===== src/rtl/apb_pkg.sv =====
// Shared APB definitions: bus widths, completer FSM states and the
// byte-strobe merge helper used by APB register completers.
package apb_pkg;

  localparam int APB_ADDR_W = 16;
  localparam int APB_DATA_W = 32;

  typedef enum logic {
    ST_IDLE,
    ST_ACCESS
  } apb_state_e;

  function automatic logic [APB_DATA_W-1:0] apb_strb_merge(
    input logic [APB_DATA_W-1:0]   old_v,
    input logic [APB_DATA_W-1:0]   new_v,
    input logic [APB_DATA_W/8-1:0] strb
  );
    logic [APB_DATA_W-1:0] r;
    r = old_v;
    for (int b = 0; b < APB_DATA_W/8; b++) begin
      if (strb[b]) r[8*b +: 8] = new_v[8*b +: 8];
    end
    return r;
  endfunction

endpackage


===== src/rtl/apb_wait_ctrl.sv =====
// Wait-state counter for an APB completer: loaded at setup,
// counts down during access, ready once it reaches zero.
module apb_wait_ctrl #(
  parameter int WAIT_STATES = 0
) (
  input  logic clk_i,
  input  logic rst_i,
  input  logic load_i,
  input  logic dec_i,
  output logic ready_o
);

  logic [3:0] wcnt_q;
  logic [3:0] wcnt_d;

  always_comb begin
    wcnt_d = wcnt_q;
    if (load_i) begin
      wcnt_d = 4'(WAIT_STATES);
    end else if (dec_i && (wcnt_q != 4'd0)) begin
      wcnt_d = wcnt_q - 4'd1;
    end
  end

  always_ff @(posedge clk_i or posedge rst_i) begin
    if (rst_i) wcnt_q <= 4'd0;
    else       wcnt_q <= wcnt_d;
  end

  assign ready_o = (wcnt_q == 4'd0);

endmodule


===== src/rtl/apb_reg_completer.sv =====
// APB4 register-bank completer with ID/XFER_CNT status words, wait states
// and PSLVERR. Define APB_PROT_CHECK_EN to reject unprivileged RW writes.
module apb_reg_completer
  import apb_pkg::*;
#(
  parameter int          NUM_REGS    = 8,
  parameter int          WAIT_STATES = 0,
  parameter logic [31:0] ID_VALUE    = 32'hA9B0_0001
) (
  input  logic                     HCLK,
  input  logic                     HRESET,
  input  logic                     PCLKEN,
  input  logic                     PSEL,
  input  logic                     PENABLE,
  input  logic                     PWRITE,
  input  logic [APB_ADDR_W-1:0]    PADDR,
  input  logic [3:0]               PSTRB,
  input  logic [2:0]               PPROT,
  input  logic [APB_DATA_W-1:0]    PWDATA,
  output logic [APB_DATA_W-1:0]    PRDATA,
  output logic                     PREADY,
  output logic                     PSLVERR,
  output logic [NUM_REGS*32-1:0]   reg_out
);

  localparam int IDX_W = APB_ADDR_W - 2;
  localparam logic [IDX_W-1:0] RW_END  = IDX_W'(NUM_REGS);
  localparam logic [IDX_W-1:0] ID_IDX  = IDX_W'(NUM_REGS);
  localparam logic [IDX_W-1:0] CNT_IDX = IDX_W'(NUM_REGS + 1);

  apb_state_e state_q, state_d;
  logic                   err_q, err_d;
  logic [31:0]            rdata_q, rdata_d;
  logic [IDX_W-1:0]       idx_q, idx_d;
  logic [31:0]            cnt_q, cnt_d;
  logic [NUM_REGS-1:0][31:0] regs_q;

  logic [IDX_W-1:0] idx;
  logic [31:0]      rd_mux;
  logic             is_rw, is_ro, prot_err, dec_err;
  logic             setup, access, wready;
  logic             load, dec, commit;
  logic             unused_pins;

  assign idx         = PADDR[APB_ADDR_W-1:2];
  assign unused_pins = ^{PPROT, PADDR[1:0]};

  always_comb begin
    rd_mux = '0;
    for (int k = 0; k < NUM_REGS; k++) begin
      if (idx == IDX_W'(k)) rd_mux = regs_q[k];
    end
    if (idx == ID_IDX)  rd_mux = ID_VALUE;
    if (idx == CNT_IDX) rd_mux = cnt_q;
  end

  assign is_rw = (idx < RW_END);
  assign is_ro = (idx == ID_IDX) || (idx == CNT_IDX);

`ifdef APB_PROT_CHECK_EN
  assign prot_err = PWRITE && is_rw && !PPROT[0];
`else
  assign prot_err = 1'b0;
`endif

  assign dec_err = !(is_rw || is_ro) || (PWRITE && is_ro) || prot_err;

  assign setup  = PCLKEN && PSEL && !PENABLE;
  assign access = (state_q == ST_ACCESS);

  apb_wait_ctrl #(
    .WAIT_STATES(WAIT_STATES)
  ) u_wait (
    .clk_i  (HCLK),
    .rst_i  (HRESET),
    .load_i (load),
    .dec_i  (dec),
    .ready_o(wready)
  );

  always_comb begin
    state_d = state_q;
    err_d   = err_q;
    rdata_d = rdata_q;
    idx_d   = idx_q;
    cnt_d   = cnt_q;
    load    = 1'b0;
    dec     = 1'b0;
    commit  = 1'b0;
    unique case (state_q)
      ST_IDLE: begin
        if (setup) begin
          err_d   = dec_err;
          rdata_d = rd_mux;
          idx_d   = idx;
          load    = 1'b1;
          state_d = ST_ACCESS;
        end
      end
      ST_ACCESS: begin
        if (PCLKEN) begin
          dec = !wready;
          if (!PSEL) begin
            state_d = ST_IDLE;
          end else if (PENABLE && wready) begin
            commit  = PWRITE && !err_q;
            cnt_d   = cnt_q + 32'd1;
            state_d = ST_IDLE;
          end
        end
      end
    endcase
  end

  always_ff @(posedge HCLK or posedge HRESET) begin
    if (HRESET) begin
      state_q <= ST_IDLE;
      err_q   <= 1'b0;
      rdata_q <= '0;
      idx_q   <= '0;
      cnt_q   <= '0;
    end else begin
      state_q <= state_d;
      err_q   <= err_d;
      rdata_q <= rdata_d;
      idx_q   <= idx_d;
      cnt_q   <= cnt_d;
    end
  end

  // Write data and strobes are taken from the completing cycle.
  always_ff @(posedge HCLK or posedge HRESET) begin
    if (HRESET) begin
      regs_q <= '0;
    end else if (commit) begin
      for (int k = 0; k < NUM_REGS; k++) begin
        if (idx_q == IDX_W'(k))
          regs_q[k] <= apb_strb_merge(regs_q[k], PWDATA, PSTRB);
      end
    end
  end

  assign PREADY  = access && wready;
  assign PRDATA  = (PREADY && !PWRITE) ? rdata_q : '0;
  assign PSLVERR = PREADY && err_q;
  assign reg_out = regs_q;

endmodule

===== config.mk =====
export PLATFORM = sky130hd
export DESIGN_NAME = apb_reg_completer
export DESIGN_NICKNAME = d
export VERILOG_FILES = /design/src/rtl/apb_pkg.sv /design/src/rtl/apb_wait_ctrl.sv /design/src/rtl/apb_reg_completer.sv
export SDC_FILE = /design/constraint.sdc
export NUM_CORES = 1
export LEC_CHECK = 0
export CORE_MARGIN = 2
export CORE_UTILIZATION = 55
export CTS_CLUSTER_DIAMETER = 200
export CTS_CLUSTER_SIZE = 40
export DETAILED_ROUTE_END_ITERATION = 7
export PLACE_DENSITY = 0.86
export SETUP_SLACK_MARGIN = 0.1
export SYNTH_ARGS = -nofsm -noshare
export SYNTH_HDL_FRONTEND = slang
export SYNTH_SLANG_ARGS = --single-unit

===== constraint.sdc =====
create_clock -name HCLK -period 20.5 [get_ports HCLK]
set_input_delay 2.05 -clock HCLK [delete_from_list [all_inputs] [get_ports HCLK]]
set_output_delay 2.05 -clock HCLK [all_outputs]
set_load 0.05 [all_outputs]

==> impl_metrics.toml, run 1 <==
[cells_and_area]
drive_above_1_share_pct = 20.8
area_delta_synth_final_pct = 26.6
mostFrequentLayoutCells = "clkdlybuf4s50_1 (343), dfrtp_1 (340), mux2_2 (261)"
regArea_mm2 = 0.00851
nFillCells = 2022
stdcell_count = 2039
multi_input_area_mm2 = 0.00720
nNetsFinal = 1718
layout_commonest_cell = "clkdlybuf4s50_1"

[sta]
setup_violations = 0
tightest_slew_ps = 1260
fin_setup_tns_ps = 0
fin_crit_sh_pct = 31.2
slew_headroom_pct = 15.6
clock_skew_ps = 37.7
holdWs_ps = 481
period_needed_ps = 6390
rsz0062_at_grt = "false"
hold_violations = 0
max_freq_mhz = 157
slew_viol_final = 0

[yosys]
synth_fp_nets = 1404
avgSynthCellArea_um2 = 11.9
yosys_register_bits = 340
synthAdderAreaFrac_pct = 0.235
synth-edff-count = 0
synth_simple_gate_area_share_pct = 12.4
ys_types = 54
synth_mux_area_share_pct = 21.0
synthArstFlopShare_pct = 100
synth_area_mm2 = 0.0160
yosys.area.top_type = "dfrtp_1"
synth_top_cell_area_share_pct = 53.3
yosys-top-cells-area = "dfrtp_1 (53%), mux2_2 (18%), nand2_1 (2.1%)"
synth_top_family_by_area = "multiplexers"
synthXorXnorAreaFrac_pct = 1.87
yosys_warnings = 0
ys_seq_area_share_pct = 53.3
ys.flop_type = "dfrtp_1"
syn_inst = 1340
synth-compound-area-share_pct = 9.29

[floorplan]
fp.dieH_um = 174
pin_count = 351
fp-row-count = 62
dieArea_mm2 = 0.0304
die_w_um = 174
initial_core_util_pct = 55.7
core_mm2 = 0.0286

[setup_path]
worstPathArrival_ps = 4340
cp.buffers_inverters = 3
worstSetupStartpointType = "input port"
cp_max_fo = 33
critPathMostFrequentCell = "clkdlybuf4s50_1"
r2r_start = "idx_q[3]$_DFFE_PP0P_"
endpoint_kind = "output port"
worstPathRequired_ps = 18450
slowest_stage = "clkdlybuf4s50_1"
slowest_delay_ps = 810
crit_type = "input port to output port"
cp_top_family = "buffers and inverters"
startpoint = "PWRITE"
crit_chain = "clkdlybuf4s50_1 > inv_1 > and3_1 > clkdlybuf4s50_1"

[cts]
cts_max_level = 1
clk_pin_slew_worst_paths_ps = 140
post-cts-setup-buffers = 0
cts_tree = "done"
clkSinkCount = 340
cts_buffer_depth = 3
cts_made_buffers = 12
cts-root-buf = "clkbuf_16"
cts_resized = 0
postCtsHoldBufs = 0
insertion_delay_ps = 520

[global_routing]
grt-ovfl-total = 0
grt_pass1_wl_um = 82500
gr-usage-all-layers_pct = 35.8
grt_antenna_before_repair = 3
grt_max_degree = 136
grt_pass1_vias = 13300

[min_path]
hp-start = "cnt_q[31]$_DFFE_PP0P_"
min_path_type = "register to register"

[detailed_routing]
drc = 0
first_pass_iters = 7
vias_per_cell = 6.44
wl_um = 55200
vias = 13100
post_drt_wl_per_cell_um = 27.1
drt-initial-drc-count = 1202
final_antenna_net_count = 0

[outcome]
status = "complete, no violations"

[power_and_ir_drop]
ir_worst_vdd_mv = 0.0553
p_per_area_mw_per_mm2 = 61.8
p_leak_uw = 0.00907

[place]
placed_cells = 2024
dp_hpwl_um = 38400
port_buffers = 345
gp_congestion = 0.951

[flow_run]
cap_violations = 0
[layer usage]
layer | routed length, µm | global-route usage (%)
met5 | 26 | 0
met4 | 2080 | 12.6
met3 | 6470 | 12.4
met2 | 25000 | 54.8
met1 | 21600 | 47.6
[cell families (layout without fill, tap and decap cells)]
group,after synthesis,after routing
adders and majority gates,3,3
AOI/OAI and AO/OA,213,213
other,0,1
and+or+nand+nor,372,372
muxes,299,299
xor gates and xnor gates,34,34
buffers and inverters,79,393
DFF,340,340
[synth_stat cells, drive strengths merged, types with 2 or more instances]
| library cell | count |
|---|---|
| or3b | 3 |
| o22ai | 44 |
| xnor2 | 22 |
| nor3 | 31 |
| mux2i | 17 |
| a22oi | 25 |
| or4 | 4 |
| a2bb2oi | 7 |
| nand2 | 91 |
| nand3 | 40 |
| a31oi | 2 |
| o32ai | 7 |
| buf | 10 |
| a222oi | 13 |
| a221o | 6 |
| nor4 | 10 |
| nand4bb | 2 |
| nor2b | 28 |
| inv | 12 |
| o21ai | 24 |
| and2 | 7 |
| and3 | 47 |
| a21oi | 36 |
| and4 | 5 |
| nor2 | 66 |
| o22a | 6 |
| o2111ai | 8 |
| a21o | 7 |
| xor2 | 12 |
| ha | 3 |
| a211oi | 18 |
| mux2 | 282 |
| clkbuf | 57 |
| o2bb2ai | 3 |
| or3 | 2 |
| nand4 | 16 |
| nand2b | 13 |
| dfrtp | 340 |
| a21boi | 2 |
| or2 | 2 |
[layout make-up]
type | instances | area share [%]
antenna | 1 | 0.0124
clock buffer | 13 | 1.61
clock inverter | 1 | 0.0991
inverter | 12 | 0.260
multi-input combinational | 921 | 35.7
sequential | 340 | 42.1
tap | 384 | 2.38
timing repair buffer | 367 | 17.9
[worst register-to-register path, stage by stage, from the launching register on]
cell and delay, ps:
dfrtp_1 410, or4_1 600, nor3_1 780, nand3_1 460, nor2_2 760, mux2_2 410
[per-stage QoR]
step / total power [µW] / utilization (%) / setup slack, ps / area, µm²
2_1_floorplan: 856 / - / 9030 / 16000
3_3_place_gp: 922 / 69.3 / 14210 / 19900
3_5_place_dp: 930 / 69.3 / 14160 / 19900
4_1_cts: 1240 / 70.6 / 14150 / 20200
5_1_grt: 1290 / 70.6 / 14010 / 20200
6_report: 1250 / 70.6 / 14110 / 20200
[where the power goes]
part	switching [µW]	total, µW	internal, µW
Clock	208	326	118
Combinational	122	190	67.6
Sequential	28.9	732	703
[flip-flops by register name (all words and copies together), names as in the netlist]
register       cells
reg_out          256
cnt_q             32
rdata_q           32
idx_q             14
u_wait.wcnt_q      4
access             1
err_q              1
[path summary, 6_finish.rpt]
kind	to	slack (ps)	cells past startpoint
worst min-delay path	cnt_q[31]$_DFFE_PP0P_	480	1
worst min register to register	cnt_q[31]$_DFFE_PP0P_	480	1
max in group asynchronous	reg_out[81]$_DFFE_PP0P_	16160	4
worst max-delay path	PRDATA[9]	14110	4
worst max register to register	reg_out[102]$_DFFE_PP0P_	16990	5
min in group asynchronous	idx_q[13]$_DFFE_PP0P_	2130	2
Power figures use the tool's default switching activity.
==> inputs of run 2 (changes only) <==
--- a/config.mk
+++ b/config.mk
@@ -6,11 +6,11 @@
 export NUM_CORES = 1
 export LEC_CHECK = 0
 export CORE_MARGIN = 2
-export CORE_UTILIZATION = 55
+export CORE_UTILIZATION = 46
 export CTS_CLUSTER_DIAMETER = 200
 export CTS_CLUSTER_SIZE = 40
 export DETAILED_ROUTE_END_ITERATION = 7
-export PLACE_DENSITY = 0.86
+export PLACE_DENSITY = 0.77
 export SETUP_SLACK_MARGIN = 0.1
 export SYNTH_ARGS = -nofsm -noshare
 export SYNTH_HDL_FRONTEND = slang
==> constraint.sdc (replaced) <==
create_clock -name HCLK -period 5.2 [get_ports HCLK]
set_input_delay 0.52 -clock HCLK [delete_from_list [all_inputs] [get_ports HCLK]]
set_output_delay 0.52 -clock HCLK [all_outputs]
set_load 0.05 [all_outputs]
==> run 2 against run 1 <==
Net effect: highest routed layer unchanged; critical path type is now register to output port; sequential cell count unchanged; via count decreased by 1.4%; critical path depth increased by 2; largest power group unchanged; design area increased by 0.68%; non-clock buffer count increased by 1; sequential share of layout area decreased by 0.29 points; routed wire length increased by 2.3%; sequential power increased to 3.9 times the previous value; die area increased by 19%; final cell count increased by 3.5%.
==> impl_metrics.toml, run 2 (synthesis gave the netlist of run 1 again) <==
[outcome]
status = "complete, no violations"

[detailed_routing]
final_antenna_net_count = 0
drt-initial-drc-count = 1277
first_pass_iters = 6
top_layer = "met5"
wl_met2_um = 25800
wl_um = 56400
drc = 0
wl_met1_um = 23300
post_drt_wl_per_cell_um = 26.7
met3_wirelength_um = 5120
vias_per_cell = 6.14
vias = 12900

[cts]
cts_buffer_depth = 3
clkSinkCount = 340
cts-root-buf = "clkbuf_16"
insertion_delay_ps = 530
cts_max_level = 1
cts_resized = 0
post-cts-setup-buffers = 0
cts_tree = "done"
clk_pin_slew_worst_paths_ps = 150
cts_made_buffers = 12
postCtsHoldBufs = 0

[global_routing]
grt_pass1_wl_um = 84000
grt_max_degree = 148
grt-ovfl-total = 0
grt_pass1_vias = 13100
grt_antenna_before_repair = 2
gr-usage-all-layers_pct = 30.9

[sta]
clock_skew_ps = 32.0
setup_violations = 0
period_needed_ps = 4140
fin_crit_sh_pct = 79.6
max_freq_mhz = 241
tightest_slew_ps = 1100
slew_viol_final = 0
fin_ws_ps = 1060
rsz0062_at_grt = "false"
hold_violations = 0
slew_headroom_pct = 26.5
fin_setup_tns_ps = 0

[cells_and_area]
largest_reg_flops = 256
design_area_mm2 = 0.0203
layout_commonest_cell = "clkdlybuf4s50_1"
area_delta_synth_final_pct = 27.5
nNetsFinal = 1719
nFillCells = 2876
n_antenna_cell = 0
mostFrequentLayoutCells = "clkdlybuf4s50_1 (343), dfrtp_1 (340), mux2_2 (261)"
drive_above_1_share_pct = 20.8

[power_and_ir_drop]
p_leak_uw = 0.00908
p_per_area_mw_per_mm2 = 243
power_uw = 4940
ir_worst_vdd_mv = 0.214

[setup_path]
r2r_start = "idx_q[9]$_DFFE_PP0P_"
crit_type = "register to output port"
worstPathArrival_ps = 3620
startpoint = "u_wait.wcnt_q[0]$_DFFE_PP0P_"
worstSetupStartpointType = "register"
r2r.worst_path.cells = 5
worstPathRequired_ps = 4680
cp_max_fo = 36
endpoint_kind = "output port"

[floorplan]
die_w_um = 190
core_mm2 = 0.0344
dieArea_mm2 = 0.0362
fp.dieH_um = 190
fp-row-count = 68
initial_core_util_pct = 46.4
pin_count = 351

[place]
place_area_mm2 = 0.0200
port_buffers = 345
gp_congestion = 0.903
dp_hpwl_um = 39900
post-place-ws_ps = 1320

[flow_run]
cap_violations = 0

[min_path]
min_path_type = "input port to asynchronous set/reset pin"
-- run 2: cell types whose count changed in the layout (fill, tap and decap cells not counted), sizes merged --
cell      change
diode         -1
clkinvlp      +1
inv           -1
buf           +1
-- run 2: per-stage QoR --
| step | utilization, % | cells | hold WS, ps |
|---|---|---|---|
| floorplan | - | 1340 | 433 |
| global placement | 58.2 | 2096 | 451 |
| detailed placement | 58.2 | 2096 | 454 |
| CTS | 59.2 | 2110 | 243 |
| global route | 59.2 | 2110 | 238 |
| finish | 59.2 | 2110 | 237 |
-- run 2: per-layer routing --
metal,vias to the layer above,global-route usage [%]
met1,6639,42.2
met3,122,7.73
li1,5576,-
met5,-,0
met2,606,48.2
met4,2,10.8
-- run 2: final cells by class --
class	count	area, µm²	share of cell area (%)
Timing Repair Buffer	368	3650	18.0
Tap cell	455	569	2.80
Inverter	12	48.8	0.240
Clock inverter	1	20.0	0.0984
Multi-Input combinational cell	921	7210	35.5
Clock buffer	13	325	1.60
Sequential cell	340	8510	41.8
-- run 2: power breakdown --
part           leakage [µW]  total, µW  internal [µW]  switching, µW
clock              0.000170       1300            466            831
sequential          0.00466       2890           2770            115
combinational       0.00425        755            270            485
total               0.00908       4940           3510           1430
-- run 2: worst paths after layout --
check / end / slack, ps
hold / removal: reg_out[159]$_DFFE_PP0P_ / 240
min in group HCLK: idx_q[1]$_DFFE_PP0P_ / 280
max in group asynchronous: reg_out[36]$_DFFE_PP0P_ / 3860
setup / recovery: PRDATA[15] / 1060
hold reg to reg: cnt_q[31]$_DFFE_PP0P_ / 480
setup reg to reg: reg_out[65]$_DFFE_PP0P_ / 1670
-- run 2: worst max-delay path, stage by stage (launching register included) --
cell             delay [ps]
dfrtp_1                 420
inv_1                   120
ha_1                    190
nand4bb_1               280
inv_1                   900
and3_1                  360
clkdlybuf4s50_1         840
==> inputs of run 3 (changes only) <==
==> constraint.sdc (replaced) <==
create_clock -name HCLK -period 3.47 [get_ports HCLK]
set_input_delay 0.347 -clock HCLK [delete_from_list [all_inputs] [get_ports HCLK]]
set_output_delay 0.347 -clock HCLK [all_outputs]
set_load 0.05 [all_outputs]
==> run 3 against run 2 <==
Net effect: die area is the same; non-clock buffer count rose by 57; first-iteration DRC count is 1.6% lower; total power increased by 50%; final cell count rose by 2.8%; routed wire length up 1.4%; critical path type unchanged; critical path depth shrank 1; hold slack better by 56 ps; design area is 2.0% higher; setup slack got worse by 500 ps; clock skew fell by 2.4 ps; sequential cell count stayed put.
==> impl_metrics.toml, run 3 (synthesis gave the netlist of run 1 again) <==
[global_routing]
grt_antenna_before_repair = 4
grt_pass1_vias = 13400
grt_pass1_wl_um = 85100
gr-usage-all-layers_pct = 31.4
grt-ovfl-total = 0
grt_max_degree = 101

[cts]
cts_resized = 0
cts_max_level = 1
cts_buffer_depth = 3
cts_made_buffers = 12
post-cts-setup-buffers = 0
postCtsHoldBufs = 0
cts-root-buf = "clkbuf_16"
clk_pin_slew_worst_paths_ps = 140
insertion_delay_ps = 530
cts_tree = "done"
clkSinkCount = 340

[setup_path]
slowest_stage = "clkdlybuf4s50_1"
cp_top_family = "buffers and inverters"
crit_type = "register to output port"
cp.depth = 5
worstPathRequired_ps = 3120
crit_chain = "inv_1 > ha_1 > nand4bb_1 > inv_1 > clkdlybuf4s50_1"
critPathMostFrequentCell = "inv_1"
cp_max_fo = 4
r2r.worst_path.cells = 6
endpoint_kind = "output port"
worstSetupStartpointType = "register"
worstPathArrival_ps = 2560
cp.buffers_inverters = 3
slowest_delay_ps = 860

[place]
port_buffers = 345
placed_cells = 2153
dp_hpwl_um = 41700
gp_congestion = 0.905
post-place-ws_ps = 433

[detailed_routing]
met3_wirelength_um = 5130
first_pass_iters = 6
wl_met1_um = 23700
top_layer = "met5"
vias_per_cell = 6.07
wl_met2_um = 26400
drt-initial-drc-count = 1256
wl_um = 57200
drc = 0
final_antenna_net_count = 0
post_drt_wl_per_cell_um = 26.4
vias = 13200

[flow_run]
cap_violations = 0

[floorplan]
die_w_um = 190
fp.dieH_um = 190
core_mm2 = 0.0344
initial_core_util_pct = 46.4
dieArea_mm2 = 0.0362
fp-row-count = 68
pin_count = 351

[sta]
hold_violations = 0
max_freq_mhz = 343
fin_ws_ps = 559
slew_headroom_pct = 44.0
clock_skew_ps = 29.5
slew_viol_final = 0
period_needed_ps = 2910
rsz0062_at_grt = "false"
tightest_slew_ps = 839
fin_crit_sh_pct = 83.9
setup_violations = 0

[power_and_ir_drop]
p_per_area_mw_per_mm2 = 357
ir_worst_vdd_mv = 0.326
power_uw = 7410
p_leak_uw = 0.00946

[cells_and_area]
mostFrequentLayoutCells = "dfrtp_1 (340), clkdlybuf4s50_1 (310), mux2_2 (261)"
stdcell_count = 2170
area_delta_synth_final_pct = 30.0
regArea_mm2 = 0.00851
layout_commonest_cell = "dfrtp_1"
multi_input_area_mm2 = 0.00720
nNetsFinal = 1776
largest_reg_flops = 256
nFillCells = 2821
drive_above_1_share_pct = 25.4

[outcome]
status = "complete, no violations"

[min_path]
min_path_type = "input port to asynchronous set/reset pin"
==> run 3: changes by cell type in the layout (fill, tap and decap cells not counted), sizes merged <==
cell           change
diode              +3
buf               +90
clkdlybuf4s50     -33
==> run 3: final timing paths <==
| check | from | endpoint | slack [ps] |
|---|---|---|---|
| min in group HCLK | PADDR[11] | idx_q[9]$_DFFE_PP0P_ | 400 |
| max in group asynchronous | HRESET | reg_out[109]$_DFFE_PP0P_ | 2170 |
| hold / removal | HRESET | reg_out[27]$_DFFE_PP0P_ | 290 |
| setup reg to reg | idx_q[3]$_DFFE_PP0P_ | reg_out[244]$_DFFE_PP0P_ | 650 |
| hold reg to reg | cnt_q[31]$_DFFE_PP0P_ | cnt_q[31]$_DFFE_PP0P_ | 490 |
| setup / recovery | u_wait.wcnt_q[0]$_DFFE_PP0P_ | PREADY | 560 |
==> run 3: where the power goes <==
part	total, µW	internal, µW	leakage [µW]	switching, µW
clock network	1930	698	0.000170	1230
registers	4320	4150	0.00466	166
logic	1160	428	0.00463	736
==> run 3: layout make-up <==
| cell class | instances | share of cell area [%] |
|---|---|---|
| sequential | 340 | 41.0 |
| antenna | 3 | 0.0362 |
| timing repair buffer | 425 | 19.6 |
| clock buffer | 13 | 1.57 |
| tap | 455 | 2.74 |
| inverter | 12 | 0.235 |
| multi-input combinational | 921 | 34.7 |
| clock inverter | 1 | 0.0965 |
==> run 3: per-stage QoR <==
step	instance area [µm²]	hold WS, ps	util, %	TNS, ps
2_1_floorplan	16000	433	-	-484000
6_report	20700	293	60.3	0
5_1_grt	20700	345	60.3	0
3_3_place_gp	20400	453	59.3	0
4_1_cts	20700	308	60.3	0
3_5_place_dp	20400	464	59.3	0
==> run 3: metal layers <==
metal / global-route usage, % / vias up
li1: - / 5676
met1: 42.7 / 6769
met2: 50.2 / 616
met3: 7.32 / 104
met4: 9.51 / 2
met5: 0 / -
==> run 3: worst reg2reg max path, stage by stage (launching register included) <==
cell and delay, ps:
dfrtp_1 410, or4_1 580, nor3_1 270, buf_4 200, nand4_1 330, nor2_2 520, mux2_2 390
